`config.mk`:
```
export PLATFORM = sky130hd
export DESIGN_NAME = frogger_lane_scheduler_flat
export DESIGN_NICKNAME = d
export VERILOG_FILES = /design/src/rtl/frogger_lane_scheduler_pkg.sv /design/src/rtl/frogger_lane_scheduler_if.sv /design/src/rtl/frogger_lane_step.sv /design/src/rtl/frogger_lane_scheduler.sv /design/src/flat_wrapper.sv
export SDC_FILE = /design/constraint.sdc
export NUM_CORES = 1
export LEC_CHECK = 0
export CORE_MARGIN = 2
export CORE_UTILIZATION = 58
export CTS_CLUSTER_DIAMETER = 80
export DETAILED_ROUTE_END_ITERATION = 7
export PLACE_DENSITY = 0.8
export SLEW_MARGIN = 20
export SYNTH_ARGS = -nofsm -noshare
export SYNTH_HDL_FRONTEND = slang
export SYNTH_SLANG_ARGS = --single-unit
```
`constraint.sdc`:
```
create_clock -name Clk -period 3.9 [get_ports Clk]
set_input_delay 0.975 -clock Clk [delete_from_list [all_inputs] [get_ports Clk]]
set_output_delay 0.975 -clock Clk [all_outputs]
set_load 0.01 [all_outputs]
```
`src/rtl/frogger_lane_scheduler_pkg.sv`:
```
// Shared types and sprite geometry for the Frogger per-frame lane scheduler.
package frogger_pkg;

  typedef enum logic [1:0] {
    IDLE    = 2'd0,
    PLAY    = 2'd1,
    HIT     = 2'd2,
    TIMEOUT = 2'd3
  } game_state_t;

  typedef enum logic [2:0] {
    S_WAIT  = 3'd0,
    S_FT    = 3'd1,
    S_BUS   = 3'd2,
    S_MC    = 3'd3,
    S_TIMER = 3'd4,
    S_COLL  = 3'd5
  } seq_state_t;

  localparam int FROG_W = 17;
  localparam int FROG_H = 16;
  localparam int FT_W   = 25;
  localparam int FT_H   = 16;
  localparam int BUS_W  = 19;
  localparam int BUS_H  = 14;
  localparam int MC_W   = 16;
  localparam int MC_H   = 23;

  // Half-open interval intersection: [a, a+a_len) vs [b, b+b_len).
  function automatic logic spans_overlap(logic [10:0] a, logic [10:0] a_len,
                                         logic [10:0] b, logic [10:0] b_len);
    return (a < b + b_len) && (b < a + a_len);
  endfunction

endpackage

```
`src/rtl/frogger_lane_scheduler_if.sv`:
```
// Frame control, frog position and playfield outputs of the lane scheduler.
interface frogger_lane_scheduler_if;
  import frogger_pkg::*;

  logic        frame_start;
  logic        start_game;
  logic [9:0]  frog_x;
  logic [9:0]  frog_y;
  logic [9:0]  firetruck_x;
  logic [9:0]  bus_x;
  logic [9:0]  motorcycle_x;
  logic [9:0]  time_width;
  game_state_t game_state;
  logic        frog_hit;
  logic        busy;

  modport slave (
    input  frame_start, start_game, frog_x, frog_y,
    output firetruck_x, bus_x, motorcycle_x, time_width, game_state, frog_hit, busy
  );

  modport master (
    output frame_start, start_game, frog_x, frog_y,
    input  firetruck_x, bus_x, motorcycle_x, time_width, game_state, frog_hit, busy
  );

endinterface

```
`src/rtl/frogger_lane_step.sv`:
```
// Combinational one-frame move of a lane X position with horizontal wrap.
module frogger_lane_step #(
  parameter int SCREEN_W = 640
) (
  input  logic [9:0] x,
  input  logic [9:0] speed,
  input  logic       dir,
  output logic [9:0] x_next
);

  logic [10:0] sum;
  logic [10:0] left_wrap;

  assign sum       = {1'b0, x} + {1'b0, speed};
  assign left_wrap = {1'b0, x} + 11'(SCREEN_W) - {1'b0, speed};

  // dir = 1 moves right, dir = 0 moves left; speed is always below SCREEN_W.
  always_comb begin
    if (dir) begin
      x_next = (sum >= 11'(SCREEN_W)) ? 10'(sum - 11'(SCREEN_W)) : sum[9:0];
    end else begin
      x_next = (x < speed) ? left_wrap[9:0] : x - speed;
    end
  end

endmodule

```
`src/rtl/frogger_lane_scheduler.sv`:
```
// Per-frame sequencer: moves three lanes through one shared step datapath,
// ticks the time bar, checks frog collision and runs the game-state machine.
module frogger_lane_scheduler
  import frogger_pkg::*;
#(
  parameter int SCREEN_W        = 640,
  parameter int TIME_INIT       = 200,
  parameter int TIME_STEP       = 1,
  parameter int FRAMES_PER_TICK = 30,
  parameter int X_INIT          = 440,
  parameter int FT_SPEED        = 2,
  parameter int BUS_SPEED       = 3,
  parameter int MC_SPEED        = 5,
  parameter bit FT_DIR          = 1'b0,
  parameter bit BUS_DIR         = 1'b1,
  parameter bit MC_DIR          = 1'b0,
  parameter int FT_Y            = 290,
  parameter int BUS_Y           = 330,
  parameter int MC_Y            = 360
) (
  input logic                     Clk,
  input logic                     Reset_n,
  frogger_lane_scheduler_if.slave lane_if
);

  localparam int CNT_W = (FRAMES_PER_TICK > 1) ? $clog2(FRAMES_PER_TICK) : 1;

  seq_state_t       state_q, state_d;
  game_state_t      game_q;
  logic [9:0]       ft_x_q, bus_x_q, mc_x_q, time_q;
  logic [CNT_W-1:0] cnt_q;
  logic             hit_q;

  logic [9:0]       step_x, step_speed, step_x_next;
  logic             step_dir;
  logic             restart;
  logic             hit;

  // A new game may only be requested outside PLAY; it wins over frame_start.
  assign restart = lane_if.start_game && (game_q != PLAY);

  // NOTE: non-blocking assignments make every register see pre-edge values.
  always_ff @(posedge Clk or negedge Reset_n) begin
    if (!Reset_n) state_q <= S_WAIT;
    else          state_q <= state_d;
  end

  // NOTE: defaults first so no path through the block leaves a latch.
  always_comb begin
    state_d = state_q;
    case (state_q)
      S_WAIT: begin
        if (!restart && lane_if.frame_start && (game_q == PLAY)) state_d = S_FT;
      end
      S_FT:    state_d = S_BUS;
      S_BUS:   state_d = S_MC;
      S_MC:    state_d = S_TIMER;
      S_TIMER: state_d = S_COLL;
      default: state_d = S_WAIT;
    endcase
  end

  always_comb begin
    step_x     = ft_x_q;
    step_speed = 10'(FT_SPEED);
    step_dir   = FT_DIR;
    case (state_q)
      S_BUS: begin
        step_x     = bus_x_q;
        step_speed = 10'(BUS_SPEED);
        step_dir   = BUS_DIR;
      end
      S_MC: begin
        step_x     = mc_x_q;
        step_speed = 10'(MC_SPEED);
        step_dir   = MC_DIR;
      end
      default: ;
    endcase
  end

  frogger_lane_step #(.SCREEN_W(SCREEN_W)) u_step (
    .x      (step_x),
    .speed  (step_speed),
    .dir    (step_dir),
    .x_next (step_x_next)
  );

  // Evaluated in S_COLL, after all three lanes hold this frame's positions.
  assign hit =
      (spans_overlap({1'b0, lane_if.frog_x}, 11'(FROG_W), {1'b0, ft_x_q}, 11'(FT_W)) &&
       spans_overlap({1'b0, lane_if.frog_y}, 11'(FROG_H), 11'(FT_Y), 11'(FT_H))) ||
      (spans_overlap({1'b0, lane_if.frog_x}, 11'(FROG_W), {1'b0, bus_x_q}, 11'(BUS_W)) &&
       spans_overlap({1'b0, lane_if.frog_y}, 11'(FROG_H), 11'(BUS_Y), 11'(BUS_H))) ||
      (spans_overlap({1'b0, lane_if.frog_x}, 11'(FROG_W), {1'b0, mc_x_q}, 11'(MC_W)) &&
       spans_overlap({1'b0, lane_if.frog_y}, 11'(FROG_H), 11'(MC_Y), 11'(MC_H)));

  always_ff @(posedge Clk or negedge Reset_n) begin
    if (!Reset_n) begin
      ft_x_q  <= 10'(X_INIT);
      bus_x_q <= 10'(X_INIT);
      mc_x_q  <= 10'(X_INIT);
      time_q  <= 10'(TIME_INIT);
      cnt_q   <= '0;
      game_q  <= IDLE;
      hit_q   <= 1'b0;
    end else begin
      hit_q <= 1'b0;
      case (state_q)
        S_WAIT: begin
          if (restart) begin
            ft_x_q  <= 10'(X_INIT);
            bus_x_q <= 10'(X_INIT);
            mc_x_q  <= 10'(X_INIT);
            time_q  <= 10'(TIME_INIT);
            cnt_q   <= '0;
            game_q  <= PLAY;
          end
        end
        S_FT:  ft_x_q  <= step_x_next;
        S_BUS: bus_x_q <= step_x_next;
        S_MC:  mc_x_q  <= step_x_next;
        S_TIMER: begin
          if (cnt_q == CNT_W'(FRAMES_PER_TICK - 1)) begin
            cnt_q  <= '0;
            time_q <= (time_q <= 10'(TIME_STEP)) ? '0 : time_q - 10'(TIME_STEP);
          end else begin
            cnt_q <= cnt_q + 1'b1;
          end
        end
        S_COLL: begin
          if (hit) begin
            hit_q  <= 1'b1;
            game_q <= HIT;
          end else if (time_q == '0) begin
            game_q <= TIMEOUT;
          end
        end
        default: ;
      endcase
    end
  end

  assign lane_if.firetruck_x  = ft_x_q;
  assign lane_if.bus_x        = bus_x_q;
  assign lane_if.motorcycle_x = mc_x_q;
  assign lane_if.time_width   = time_q;
  assign lane_if.game_state   = game_q;
  assign lane_if.frog_hit     = hit_q;
  assign lane_if.busy         = (state_q != S_WAIT);

endmodule
```
`src/flat_wrapper.sv`:
```
// flat-port wrapper written by rule: the top's interface ports become plain ports
module frogger_lane_scheduler_flat import frogger_pkg::*;
#(
  parameter int SCREEN_W        = 640,
  parameter int TIME_INIT       = 200,
  parameter int TIME_STEP       = 1,
  parameter int FRAMES_PER_TICK = 30,
  parameter int X_INIT          = 440,
  parameter int FT_SPEED        = 2,
  parameter int BUS_SPEED       = 3,
  parameter int MC_SPEED        = 5,
  parameter bit FT_DIR          = 1'b0,
  parameter bit BUS_DIR         = 1'b1,
  parameter bit MC_DIR          = 1'b0,
  parameter int FT_Y            = 290,
  parameter int BUS_Y           = 330,
  parameter int MC_Y            = 360
)
  (Clk, Reset_n, lane_if_frame_start, lane_if_start_game, lane_if_frog_x, lane_if_frog_y, lane_if_firetruck_x, lane_if_bus_x, lane_if_motorcycle_x, lane_if_time_width, lane_if_game_state, lane_if_frog_hit, lane_if_busy);
  frogger_lane_scheduler_if lane_if_i ();
  input logic Clk;
  input logic Reset_n;
  input wire logic [$bits(lane_if_i.frame_start)-1:0] lane_if_frame_start;
  input wire logic [$bits(lane_if_i.start_game)-1:0] lane_if_start_game;
  input wire logic [$bits(lane_if_i.frog_x)-1:0] lane_if_frog_x;
  input wire logic [$bits(lane_if_i.frog_y)-1:0] lane_if_frog_y;
  output wire logic [$bits(lane_if_i.firetruck_x)-1:0] lane_if_firetruck_x;
  output wire logic [$bits(lane_if_i.bus_x)-1:0] lane_if_bus_x;
  output wire logic [$bits(lane_if_i.motorcycle_x)-1:0] lane_if_motorcycle_x;
  output wire logic [$bits(lane_if_i.time_width)-1:0] lane_if_time_width;
  output wire logic [$bits(lane_if_i.game_state)-1:0] lane_if_game_state;
  output wire logic [$bits(lane_if_i.frog_hit)-1:0] lane_if_frog_hit;
  output wire logic [$bits(lane_if_i.busy)-1:0] lane_if_busy;
  assign lane_if_i.frame_start = lane_if_frame_start;
  assign lane_if_i.start_game = lane_if_start_game;
  assign lane_if_i.frog_x = lane_if_frog_x;
  assign lane_if_i.frog_y = lane_if_frog_y;
  assign lane_if_firetruck_x = lane_if_i.firetruck_x;
  assign lane_if_bus_x = lane_if_i.bus_x;
  assign lane_if_motorcycle_x = lane_if_i.motorcycle_x;
  assign lane_if_time_width = lane_if_i.time_width;
  assign lane_if_game_state = lane_if_i.game_state;
  assign lane_if_frog_hit = lane_if_i.frog_hit;
  assign lane_if_busy = lane_if_i.busy;
  frogger_lane_scheduler #(.SCREEN_W(SCREEN_W), .TIME_INIT(TIME_INIT), .TIME_STEP(TIME_STEP), .FRAMES_PER_TICK(FRAMES_PER_TICK), .X_INIT(X_INIT), .FT_SPEED(FT_SPEED), .BUS_SPEED(BUS_SPEED), .MC_SPEED(MC_SPEED), .FT_DIR(FT_DIR), .BUS_DIR(BUS_DIR), .MC_DIR(MC_DIR), .FT_Y(FT_Y), .BUS_Y(BUS_Y), .MC_Y(MC_Y)) u_core (.Clk(Clk), .Reset_n(Reset_n), .lane_if(lane_if_i));
endmodule
```
==> results.md <==
* Outcome: finished, final reports clean
* Sequential element share of the synthesized area at 23.3%
* Largest family of logic cells by synthesized area: compound AO/OA/AOI/OAI gates
* Upper clock frequency limit at 278 MHz
* Top-Level Pins at 68
* Compound-gate portion of the synthesized area at 21.8%
* Power spent charging and discharging nets at 2870 µW
* Number of global-route vias before repair at ~5200
* Worst-case setup slack after placement at 0.0650 ns
* CTS Root Buffer Type: clkbuf_8
* Multiplexer share of the synthesized area at 3.89%
* Gp weighted congestion at 0.981
* Launching element type of the critical path: flop
* Post-DP HPWL at about 12000 µm
* Worst-case headroom to the max-slew limit at between 30 and 40%
* Final period util at slightly above 90%
* Antenna cell count at 0
* Primary flip-flop cell chosen by synthesis mapping: dfrtp_1
* Power Density at between 800 and 900 nW/µm²
* Final hold slack at 0.524 ns
* Post-cts repair resize count at 0
* Height of the die at 102 µm
* Worst min-delay path class: reg2reg
* Clock skew after layout at ~0.014 ns
* Mean cell area of the mapped netlist at 8.43 µm²
* Setup repair after global routing missed its margin: false
* Count of warnings emitted by yosys at 0
* Input/output buffers at 67
* Xor/xnor share of the synthesized area at 7.40%
* Switching fraction of total power at approximately half
* Synth cell types at slightly below 70
* Die width at 102 µm
* Area share of and/or/nand/nor cells after synthesis at 18.6%
* Area share of fa/ha/maj cells after synthesis at 20.8%
* Overall via count from detail_route at 5437
* Hold Crit Depth at 1
* Drt via density at 6.25
* Core box area at around 9300 µm²
* Number of synthesized register bits at 51
* Post-synthesis instance area at 5560 µm²
* Reg2reg setup slack at 0.30 ns
* Layout cells sized above 1 at 9.85%
* Routed len/inst at 18.1 µm
* Sequential Power Share at 21.2%
* Clock H-tree levels at 2
* Number of max-slew violations in the final report at 0
* Overall fraction of global-route tracks in use at 30.9%
* TNS Setup at 0 ns
* Largest net degree at the start of global routing at 44
* Count of final setup violators at 0
* Maximum number of buffers from clock root to sink at 2
* Post-route DRC at 0
* Post CTS Setup Buffer Count at 0
* Number of design-rule violations left by the first detailed-router iteration at 298
* Site Rows at 35
* Worst Slack Setup Final at between 0.2 and 0.3 ns
* Async SR Flop Fraction at 100%
* Leakage power of the design at 0.00290 µW
* Wire length of the first global-routing pass at 25600 µm
* Arrival time of the worst setup path at 3.78 ns
* Part of the power in the clock network at 6.9%
* Count of nets after finishing at 854
* Final routed wirelength across all metal layers at 15800 µm
* Antenna violations before repair at 0
* Cts bufs inserted at 5
* Internal power contribution at 2760 µW
* Post-Syn Instances at 660
* Count of fill cells added during filler insertion at 762
* Critical Path Sink Type: flop
* Layout-stage area growth over the synthesis result at 18.8%
* Total Die Area at 10400 µm²
* Peak supply drop at 0.778 mV
* Area occupied by registers at 1300 µm²
* Slew at the pin closest to its max-slew limit at between 0.9 and 1 ns
* Effective utilization at floorplan at 59.9%
* Insertion delay to the later sink of the worst-skew pair at 0.32 ns
* Post-cts hold buffer count at 0
* Critical path fanouts, max at 12
* Number of hold violations in the final report at 0
* Pre-antenna DRT Iters at 6
* Remaining global-route overflow at 0
* Routed Antenna Nets at 0
* Total clock sinks at 51
* Critical path data required time at 4.08 ns
* Combinational Power Share at 71.9%
* Post-CTS clock slew at the launch and capture registers of the worst setup and hold paths at 0.11 ns
* Area of combinational cells with multiple inputs at approximately 4000 µm²
* Minimum clock period after layout at 3.60 ns
* Register-to-Register Path Depth at 14
* TritonCTS clock tree: done
* Crit Path Category: reg2reg
* Total of max-cap violations at 0
* Count of flip-flops with a built-in enable after synthesis at 0
* Syn Nets at just under 800
-- worst max-delay path, cell delays in order (launching register included) --
cell and delay [ns]:
dfrtp_1 0.42, nand2b_1 0.38, nand2_1 0.19, o21ai_2 0.13, ha_1 0.36, inv_1 0.07
ha_1 0.22, fa_1 0.40, nor2b_1 0.15, o21a_1 0.19, o21ai_0 0.28, nand3_1 0.15
xor2_1 0.16, mux2i_1 0.25, o21ai_1 0.10
-- stage by stage --
stage               instance area (µm²)  util, %  power, µW  instances
global placement                   6490     69.9       4980        862
floorplan                          5560        -       3890        660
detailed placement                 6490     69.9       5160        862
global route                       6610     71.2       6130        870
finish                             6610     71.2       5620        870
CTS                                6610     71.2       5570        870
-- synthesized netlist by cell type (all sizes together) (5+ instances only) --
library cell	number	area, µm²
a21o	6	45.0
a21oi	38	190
a31oi	5	31.3
and3	8	50.1
clkbuf	15	56.3
dfrtp	33	826
dfstp	18	473
ha	86	1080
inv	42	158
mux2	7	82.6
mux2i	13	134
nand2	59	221
nand2b	6	37.5
nand3	43	215
nand4	12	75.1
nor2	37	139
nor2b	7	43.8
nor3	11	55.1
o211ai	10	80.1
o21a	7	52.6
o21ai	60	300
o22ai	5	31.3
o311ai	7	76.3
o31ai	11	82.6
xnor2	26	228
xor2	21	184
-- final cells by class --
type | instances | area share (%)
clock buffers | 5 | 1.04
clock inverters | 3 | 0.700
inverters | 42 | 2.38
multi-input cells | 549 | 61.0
flip-flops and latches | 51 | 19.6
well taps | 129 | 2.44
repair buffers | 91 | 12.8
-- sequential cells by signal, summed over array words and instances (netlist names) --
signal	count
u_core.lane_if.frog_hit	1
u_core.lane_if.firetruck_x	10
u_core.lane_if.motorcycle_x	10
u_core.lane_if.bus_x	10
u_core.state_q	3
u_core.lane_if.time_width	10
u_core.lane_if.game_state	2
u_core.cnt_q	5
-- power by group through the flow --
stage,logic [µW],registers [µW],clock network (µW)
floorplan,2800,1080,0
global placement,3800,1170,0
detailed placement,3980,1180,0
CTS,4000,1170,390
global route,4500,1220,414
finish,4040,1190,389
-- metal layers --
metal	vias up	track usage (%)	share of wire, %	routed length [µm]
met5	-	0	0	0
met3	37	4.31	6.3	1000
met1	2620	42.2	44	6900
met4	0	9.74	2.2	354
met2	194	50.9	48	7530
li1	2586	-	-	-
-- logic make-up after synthesis --
group                      Yosys count
adders and majority gates           90
AOI/OAI and AO/OA                  183
and+or+nand+nor                    209
muxes                               20
buffers and inverters               60
xor gates and xnor gates            47
DFF                                 51
-- cell usage in the layout, fill, tap and decap left out, types with 3 or more instances in the layout --
cell type	n
a211o_1	3
a211oi_1	4
a21o_1	6
a21oi_1	38
a2bb2oi_1	4
a311oi_1	3
a31oi_1	5
and3_1	8
buf_4	24
clkbuf_8	5
clkdlybuf4s50_1	66
dfrtp_1	33
dfstp_2	18
fa_1	4
ha_1	86
inv_1	33
inv_2	9
mux2_1	5
mux2i_1	12
nand2_1	59
nand2b_1	6
nand3_1	43
nand3b_1	4
nand4_1	12
nor2_1	37
nor2b_1	7
nor3_1	11
nor3b_1	3
o211ai_1	9
o21a_1	7
o21ai_0	24
o21ai_1	35
o21bai_1	3
o22ai_1	5
o311ai_1	4
o31ai_1	11
or4_1	3
xnor2_1	26
xor2_1	21
-- final timing paths --
kind                                         from                       endpoint
worst max-delay path            u_core.state_q[2]  u_core.lane_if.firetruck_x[9]
worst min-delay path              u_core.cnt_q[4]                u_core.cnt_q[4]
worst max register to register  u_core.state_q[2]  u_core.lane_if.firetruck_x[9]
worst min register to register    u_core.cnt_q[4]                u_core.cnt_q[4]
max in group asynchronous                 Reset_n  u_core.lane_if.firetruck_x[3]
min in group asynchronous                 Reset_n   u_core.lane_if.time_width[4]
(Power assumes the default switching activity.)
